[config.mk]
export PLATFORM = sky130hd
export DESIGN_NAME = pdec8_stream
export DESIGN_NICKNAME = d
export VERILOG_FILES = /design/src/rtl/pdec_pkg.sv /design/src/rtl/pdec_fifo.sv /design/src/rtl/pdec8_stream.sv
export SDC_FILE = /design/constraint.sdc
export NUM_CORES = 1
export LEC_CHECK = 0
export ABC_AREA = 1
export BUFFER_PORTS_ARGS = -buffer_cell sky130_fd_sc_hd__buf_2
export CORE_ASPECT_RATIO = 1.25
export CORE_UTILIZATION = 55
export CTS_CLUSTER_DIAMETER = 50
export DETAILED_ROUTE_END_ITERATION = 7
export HOLD_SLACK_MARGIN = 0.08
export MAX_ROUTING_LAYER = met4
export PLACE_DENSITY_LB_ADDON = 0.3
export SLEW_MARGIN = 20
export SYNTH_ARGS = -nofsm -noshare
export SYNTH_HDL_FRONTEND = slang
export SYNTH_SLANG_ARGS = --single-unit
[constraint.sdc]
create_clock -name clk -period 2.8 [get_ports clk]
set_input_delay 0.14 -clock clk [delete_from_list [all_inputs] [get_ports clk]]
set_output_delay 0.14 -clock clk [all_outputs]
set_load 0.005 [all_outputs]
[src/rtl/pdec_pkg.sv]
// pdec_pkg: shared defaults, output-stage state type and index-to-one-hot decode.
// Contents:
//   IN_W_D / OUT_W_D  default index and one-hot widths
//   ost_t             output register state (empty / holding a word)
//   decode()          (idx, en) -> one-hot word, all-zero when en=0
package pdec_pkg;
    localparam int IN_W_D  = 3;
    localparam int OUT_W_D = 8;

    typedef enum logic {
        ST_EMPTY = 1'b0,
        ST_FULL  = 1'b1
    } ost_t;

    function automatic logic [OUT_W_D-1:0] decode(input logic [IN_W_D-1:0] idx, input logic en);
        return en ? (OUT_W_D'(1) << idx) : '0;
    endfunction
endpackage

[src/rtl/pdec_fifo.sv]
// pdec_fifo: DEPTH-entry synchronous FIFO with first-word-fall-through read.
// Ports:
//   clk, rst_n   clock, asynchronous active-low reset (pointers and count only)
//   push, din    write request and data; ignored while full
//   pop, dout    read request and head data; ignored while empty
//   full, empty  occupancy flags decoded from the registered count
module pdec_fifo #(
    parameter int W     = 4,
    parameter int DEPTH = 2
) (
    input  logic         clk,
    input  logic         rst_n,
    input  logic         push,
    input  logic         pop,
    input  logic [W-1:0] din,
    output logic [W-1:0] dout,
    output logic         full,
    output logic         empty
);
    localparam int AW = $clog2(DEPTH);
    localparam int CW = AW + 1;

    logic [W-1:0]  mem [DEPTH];
    logic [AW-1:0] wp, rp;
    logic [CW-1:0] count;
    logic          do_push, do_pop;

    assign full    = count == CW'(DEPTH);
    assign empty   = count == '0;
    assign do_push = push && !full;
    assign do_pop  = pop && !empty;
    assign dout    = mem[rp];

    // Pointers wrap modulo DEPTH for free because DEPTH is a power of two.
    always_ff @(posedge clk or negedge rst_n) begin
        if (!rst_n) begin
            wp    <= '0;
            rp    <= '0;
            count <= '0;
        end else begin
            wp    <= wp + AW'(do_push);
            rp    <= rp + AW'(do_pop);
            count <= count + CW'(do_push) - CW'(do_pop);
        end
    end

    always_ff @(posedge clk) begin
        if (do_push) mem[wp] <= din;
    end
endmodule

[src/rtl/pdec8_stream.sv]
// pdec8_stream: streaming 3-to-8 decoder with input buffer, output register and sticky delivery mask.
// Ports:
//   clk, rst_n                      clock, asynchronous active-low reset
//   in_valid/in_ready/in_idx/in_en  index input handshake; in_en=0 yields an all-zero word
//   out_valid/out_ready             output handshake
//   out_onehot, out_idx             decoded word and the index it came from
//   mask, mask_clr                  sticky OR of delivered words and its synchronous clear
//   ovf                             sticky: a delivered word hit a bit already in mask
module pdec8_stream
    import pdec_pkg::*;
#(
    parameter int IN_W  = IN_W_D,
    parameter int OUT_W = OUT_W_D,
    parameter int DEPTH = 2
) (
    input  logic             clk,
    input  logic             rst_n,
    input  logic             in_valid,
    output logic             in_ready,
    input  logic [IN_W-1:0]  in_idx,
    input  logic             in_en,
    output logic             out_valid,
    input  logic             out_ready,
    output logic [OUT_W-1:0] out_onehot,
    output logic [IN_W-1:0]  out_idx,
    output logic [OUT_W-1:0] mask,
    input  logic             mask_clr,
    output logic             ovf
);
    localparam int W = IN_W + 1;

    logic             push, pop, full, empty, xfer;
    logic [W-1:0]     head;
    logic [OUT_W-1:0] head_oh;
    ost_t             state, state_n;

    // in_ready depends only on the registered buffer count, never on out_ready.
    assign in_ready = !full;
    assign push     = in_valid && in_ready;
    assign head_oh  = OUT_W'(decode(IN_W_D'(head[W-1:1]), head[0]));

    pdec_fifo #(.W(W), .DEPTH(DEPTH)) u_fifo (
        .clk   (clk),
        .rst_n (rst_n),
        .push  (push),
        .pop   (pop),
        .din   ({in_idx, in_en}),
        .dout  (head),
        .full  (full),
        .empty (empty)
    );

    always_ff @(posedge clk or negedge rst_n) begin
        if (!rst_n) state <= ST_EMPTY;
        else        state <= state_n;
    end

    // A pop always refills the register; otherwise a transfer empties it.
    always_comb begin
        state_n = pop ? ST_FULL : (xfer ? ST_EMPTY : state);
    end

    always_comb begin
        out_valid = state == ST_FULL;
        xfer      = out_valid && out_ready;
        pop       = !empty && (!out_valid || out_ready);
    end

    always_ff @(posedge clk or negedge rst_n) begin
        if (!rst_n) begin
            out_onehot <= '0;
            out_idx    <= '0;
        end else if (pop) begin
            out_onehot <= head_oh;
            out_idx    <= head[W-1:1];
        end
    end

    // Clear takes effect before the same-cycle transfer is merged in, so the
    // transferred word survives a clear and cannot raise ovf against stale bits.
    always_ff @(posedge clk or negedge rst_n) begin
        if (!rst_n) begin
            mask <= '0;
            ovf  <= 1'b0;
        end else begin
            mask <= (mask_clr ? '0 : mask) | (xfer ? out_onehot : '0);
            ovf  <= !mask_clr && (ovf || (xfer && |(mask & out_onehot)));
        end
    end
endmodule

* After elaboration in Yosys (flattened, before gate mapping)
Memory sizes are Yosys's and may differ from the RTL's. Cells that the tools add are included. Widths: inputs -> output; s select.
Operators by class: add/sub/neg operators 4, $mul 0, div/mod/pow operators 0, $lt $le $gt $ge 0, equal/unequal tests 1, shifts and indexed selects 1, muxes and demuxes 7, bitwise operators 2, reductions and logical operators 16
Operator list (count):
- $mux 8 | 3
- $and 8x8->8 | 1
- $or 8x8->8 | 1
- $reduce_or 8->1 | 1
- $shl 1x3->8 const A | 1
- $logic_and 1x1->1 | 7
- $logic_not 1->1 | 4
- $mux 1 | 4
- $add 1x1->1 | 2
- $add 2x1->2 | 1
- $eq 2x2->1 const B | 1
- $logic_not 2->1 | 1
- $logic_or 1x1->1 | 2
- $reduce_bool 2->1 | 1
- $sub 2x1->2 | 1
Word-level totals: register bits after elaboration 25, latch bits 0, RAM bits 8, memory bits (read-only) 0, input port bits 9, output and inout port bits 22, word-level logic and storage cells 40, memories 1
Memories:
- u_fifo.mem | words 2, width 4, rd ports 1, clocked after Yosys merged registers in 0, write ports 1, line pdec_fifo.sv:23 | logic [W-1:0] mem [DEPTH];

* Logic depth before layout (Yosys ltp)
word-level depth 6, depth in mapped cells 7, depth with buffers taken out 6

* Modules after synthesis
From an unflattened synthesis, not the netlist that was laid out.
Second synthesis, totals: cell total of the unflattened synthesis 150, area, all modules 1460.2 sq um
Modules (own cells, without submodules):
- pdec8_stream | times used 1, cells each 98, area an instance 922.1 sq um, sequential area each 525.5 sq um
- pdec_fifo | times used 1, cells each 52, area an instance 538.0 sq um, sequential area each 340.3 sq um

* Least setup slack after synthesis
No wires, ideal clock.
path kind register to register, start reg state (netlist: out_valid), end reg u_fifo.count[1], library setup time 0.123 ns, arrival time 1.330 ns, data required time 2.677 ns, path slack 1.347 ns, stages on the path, launching flop included 8, buffers on the path 1, clock period less this slack 1.453 ns, path through dfrtp_1 -> nand2_4 -> a21oi_2 -> buf_6 -> ha_1 -> inv_1 -> ha_1 -> xnor2_1
On the way: word-level cells in the longest chain between the ends 5
RTL lines:
- from (decl) | line pdec8_stream.sv:35 | ost_t state, state_n;
- from (signal assigned) | line pdec8_stream.sv:55 | else state <= state_n;
- $logic_not 1->1 | line pdec8_stream.sv:66 | pop = !empty && (!out_valid || out_ready);
- $logic_or 1x1->1 | line pdec8_stream.sv:66
- $logic_and 1x1->1 | line pdec8_stream.sv:66
- named net pop | line pdec8_stream.sv:32 | logic push, pop, full, empty, xfer;
- $logic_and 1x1->1 | line pdec_fifo.sv:31 | assign do_pop = pop && !empty;
- $sub 2x1->2 | line pdec_fifo.sv:43 | count <= count + CW'(do_push) - CW'(do_pop);
- to (signal assigned) | line pdec_fifo.sv:43
- to (decl) | line pdec_fifo.sv:25 | logic [CW-1:0] count;
The timed path passes the listed nets, and every way through them passes these cells. A chain may end at the register's enable or synchronous reset.

* Worst setup path after layout
start reg state (netlist: out_valid), end reg u_fifo.count[1]
On the way: word-level cells in the longest chain between the ends 5
RTL lines (line):
- $logic_not 1->1 | pdec8_stream.sv:66
- $logic_or 1x1->1 | pdec8_stream.sv:66
- $logic_and 1x1->1 | pdec8_stream.sv:66
- $logic_and 1x1->1 | pdec_fifo.sv:31
- $sub 2x1->2 | pdec_fifo.sv:43
Every way passes these cells.

==> impl_results.md <==
- Status: finished, final reports clean
- Worst Setup Start Kind: flop
- Power Dens Cells: 1010 nW/um2
- DRC errors left: 0
- Maximum number of pins on one net before global-route repair: 26
- Global-route wire length before repair: 3.89 mm
- Max FO, Critical Path: 11
- Number of top-level pins: 31
- Global-route congestion overflow total: 0
- Total power after layout: 1.73 mW
- Sequential fraction of the synthesis area: between 60% and 70%
- Final slew viol count: 0
- Total count of hold-check failures in the final report: 0
- Number of instances in the placed design: 198
- Largest clock skew in the final design: 0.0108 ns
- Synth Register Bits: 33
- Switching component of the power: 0.619 mW
- Drt pass-1 iters: 4
- Count of cells along the worst register-to-register path: 6
- H-tree lvl count: 2
- Final Worst Setup Slack: about 1.0 ns
- Highest Clock Rate: 569 MHz
- Area used by multi-input combinational logic: a little over 400 um2
- Die Y-Extent: 58.4 um
- Mean routed wirelength per cell: 10.9 um
- Share of the cycle needed by the critical path after routing: 62.7%
- Synthesis-to-layout area growth: 21.8%
- Hold Path Depth: 4
- Worst endpoint data arrival time: 2.01 ns
- RePlAce Congestion: 0.745
- Sequential cell area in the final layout: about 870 um2
- # setup viols final: 0
- Register-to-register setup slack: between 1 and 1.5 ns
- Buffer depth of the longest clock path: 2
- Count of filler cells inserted in the layout: between 200 and 250
- Static Leakage: 0.864 nW
- Core outline area: 2430 um2
- Via count of the first global-routing pass: 1013
- Routed wire length: between 2 and 2.5 mm
- Slew at the pin closest to its max-slew limit: around 0.56 ns
- Post-CTS setup-driven buffer insertion count: 0
- Final ANT Viol Nets: 0
- Mean number of vias per cell: between 4 and 5
- Source of the worst register-to-register timing path: out_valid$_DFFE_PN0P_
- Sw Ratio: 35.9%
- Area fraction of the dominant cell type after synthesis: 44.7%
- Clock slew at reported path FFs: 0.09 ns
- Initial core utilization: slightly below 60%
- Syn_nets: between 150 and 200
- Area of the die: between 2000 and 3000 um2
- Number of standard cells in the final layout excluding fillers: between 200 and 250
- Worst-case vdd ir drop: 0.644 mV
- Clock tree from TritonCTS: done
- Post-route setup TNS: 0 ns
- Routed via count: approximately 1000
- I/O Buffers: 30
- Place WS: 1.06 ns
- Gate power share: 34.6%
- TritonCTS Buffers: 5
- Clock latency of the later-clocked register in the worst-skew pair: 0.33 ns
- Synthesized cell area: 1400 um2
- Start point of the worst min-delay path: out_ready
- Biggest area contributors in the synthesized netlist: sky130_fd_sc_hd__dfrtp_1, sky130_fd_sc_hd__edfxtp_1, sky130_fd_sc_hd__nand2_1, sky130_fd_sc_hd__inv_1, sky130_fd_sc_hd__o22ai_1
- Antenna diode count: 0
- Hold path endpoint: out_valid$_DFFE_PN0P_
- Synthesized area per cell: 10.1 um2
- Number of clock sinks seen by CTS: 33
- Die Wd: 47.1 um
- Nets@finish: 191
- Synth area leader: sky130_fd_sc_hd__dfrtp_1
- Number of synthesis warnings: 0
- Most frequent cells in the layout: sky130_fd_sc_hd__nand2_1, sky130_fd_sc_hd__buf_2, sky130_fd_sc_hd__inv_1, sky130_fd_sc_hd__dfrtp_1, sky130_fd_sc_hd__o22ai_1
- Crit Path Class: flop to flop
- Row count: 20
- Required time reported for the critical path endpoint: 3.05 ns
- Design internal power: 1.11 mW
- Clock share of power: around a fifth
- Detailed Route Iter0 Violations: 19
- Clock Tree Root: sky130_fd_sc_hd__clkbuf_4
- Critical path endpoint category: flop
- Hold WC Path Type: input pin to flop
- Global-route total usage across every layer: 21.0%
- Normalized max-slew margin: 62.8%
- Distinct cell type count after synthesis: 21
- Count of maximum capacitance violations: 0
- Setup repair after global routing missed its margin: false
- Final HPWL DP: 1.74 mm
- Post-Synthesis Cells: ~140
- Final Critical Period: 1.76 ns
- Reg power frac: 45.8%
- R2R Path End: u_fifo.count[1]$_DFF_PN0_
- Initial antenna violation count: 0
- Proportion of layout cells with a drive suffix above 1: 23.5%
==> synthesized netlist by cell type, drive strengths merged <==
cell type / number
a21boi: 1
a21oi: 3
buf: 2
clkbuf: 1
dfrtp: 25
edfxtp: 8
ha: 4
inv: 27
nand2: 32
nand3: 4
nor2: 6
o21ai: 10
o22ai: 12
xnor2: 2
xor2: 1
==> state kept, by name (all words and copies together), names as in the netlist <==
name and flops:
mask 8, out_onehot 8, u_fifo.mem 8, out_idx 3, u_fifo.count 2, out_valid 1
ovf 1, u_fifo.rp 1, u_fifo.wp 1
==> area by class of cell <==
cell class	count	share of cell area [%]
clock buffers	6	2.42
clock inverters	2	2.06
inverters	27	5.95
multi-input cells	75	24.0
flip-flops and latches	33	50.8
well taps	33	2.42
repair buffers	36	12.3
==> metrics by stage <==
step	hold WS [ns]	area, um2	utilization [%]
after CTS	0.130	1700	70.2
final	0.139	1700	70.2
after detailed placement	0.155	1570	64.6
after floorplan	-0.156	1400	-
after global routing	0.151	1700	70.2
after global placement	0.147	1570	64.6
==> worst max path at each step <==
stage	endpoint	depth (start not counted)	slack [ns]	from
final	u_fifo.count[1]$_DFF_PN0_	6	1.04	out_valid$_DFFE_PN0P_
after global routing	u_fifo.count[1]$_DFF_PN0_	6	0.92	out_valid$_DFFE_PN0P_
after CTS	u_fifo.count[1]$_DFF_PN0_	6	1.03	out_valid$_DFFE_PN0P_
after detailed placement	u_fifo.count[1]$_DFF_PN0_	6	1.06	out_valid$_DFFE_PN0P_
after global placement	u_fifo.count[0]$_DFF_PN0_	5	1.12	out_valid$_DFFE_PN0P_
after floorplan	u_fifo.count[1]$_DFF_PN0_	7	1.35	out_valid$_DFFE_PN0P_
==> critical path, cell delays in order, from the launching register on <==
cell and delay, ns:
sky130_fd_sc_hd__dfrtp_1 0.45, sky130_fd_sc_hd__nand2_4 0.11, sky130_fd_sc_hd__a21oi_2 0.49, sky130_fd_sc_hd__ha_1 0.32, sky130_fd_sc_hd__inv_1 0.05, sky130_fd_sc_hd__ha_1 0.15, sky130_fd_sc_hd__xnor2_1 0.11
==> per-layer routing <==
layer | wire (um) | vias to the layer above | GRT usage [%]
met5 | 0 | - | -
met4 | 41 | 0 | 8.98
met3 | 106 | 5 | 5.52
met2 | 1280 | 29 | 37.9
met1 | 888 | 465 | 20.0
li1 | - | 522 | -
==> power by group through the flow <==
stage               combinational (mW)  clock (mW)  sequential [mW]
detailed placement               0.596           0            0.800
floorplan                        0.423           0            0.781
global placement                 0.573           0            0.785
global route                     0.690       0.367            0.814
CTS                              0.606       0.347            0.790
finish                           0.597       0.339            0.790
==> repair_timing <==
| item | 4_1_cts | 5_1_grt |
|---|---|---|
| hold endpoints to repair | 34 | 0 |
| hold buffers | 6 | 0 |
| endpoints found under the setup margin | 0 | 0 |
| gates resized for setup | 0 | 0 |
==> kinds of logic after synthesis <==
family	synth area share [%]
xor+xnor	1.88
flops	61.9
fa+ha+maj	3.58
simple gates	12.7
buf+inv	8.85
compound gates	11.1
(Power assumes the default switching activity.)
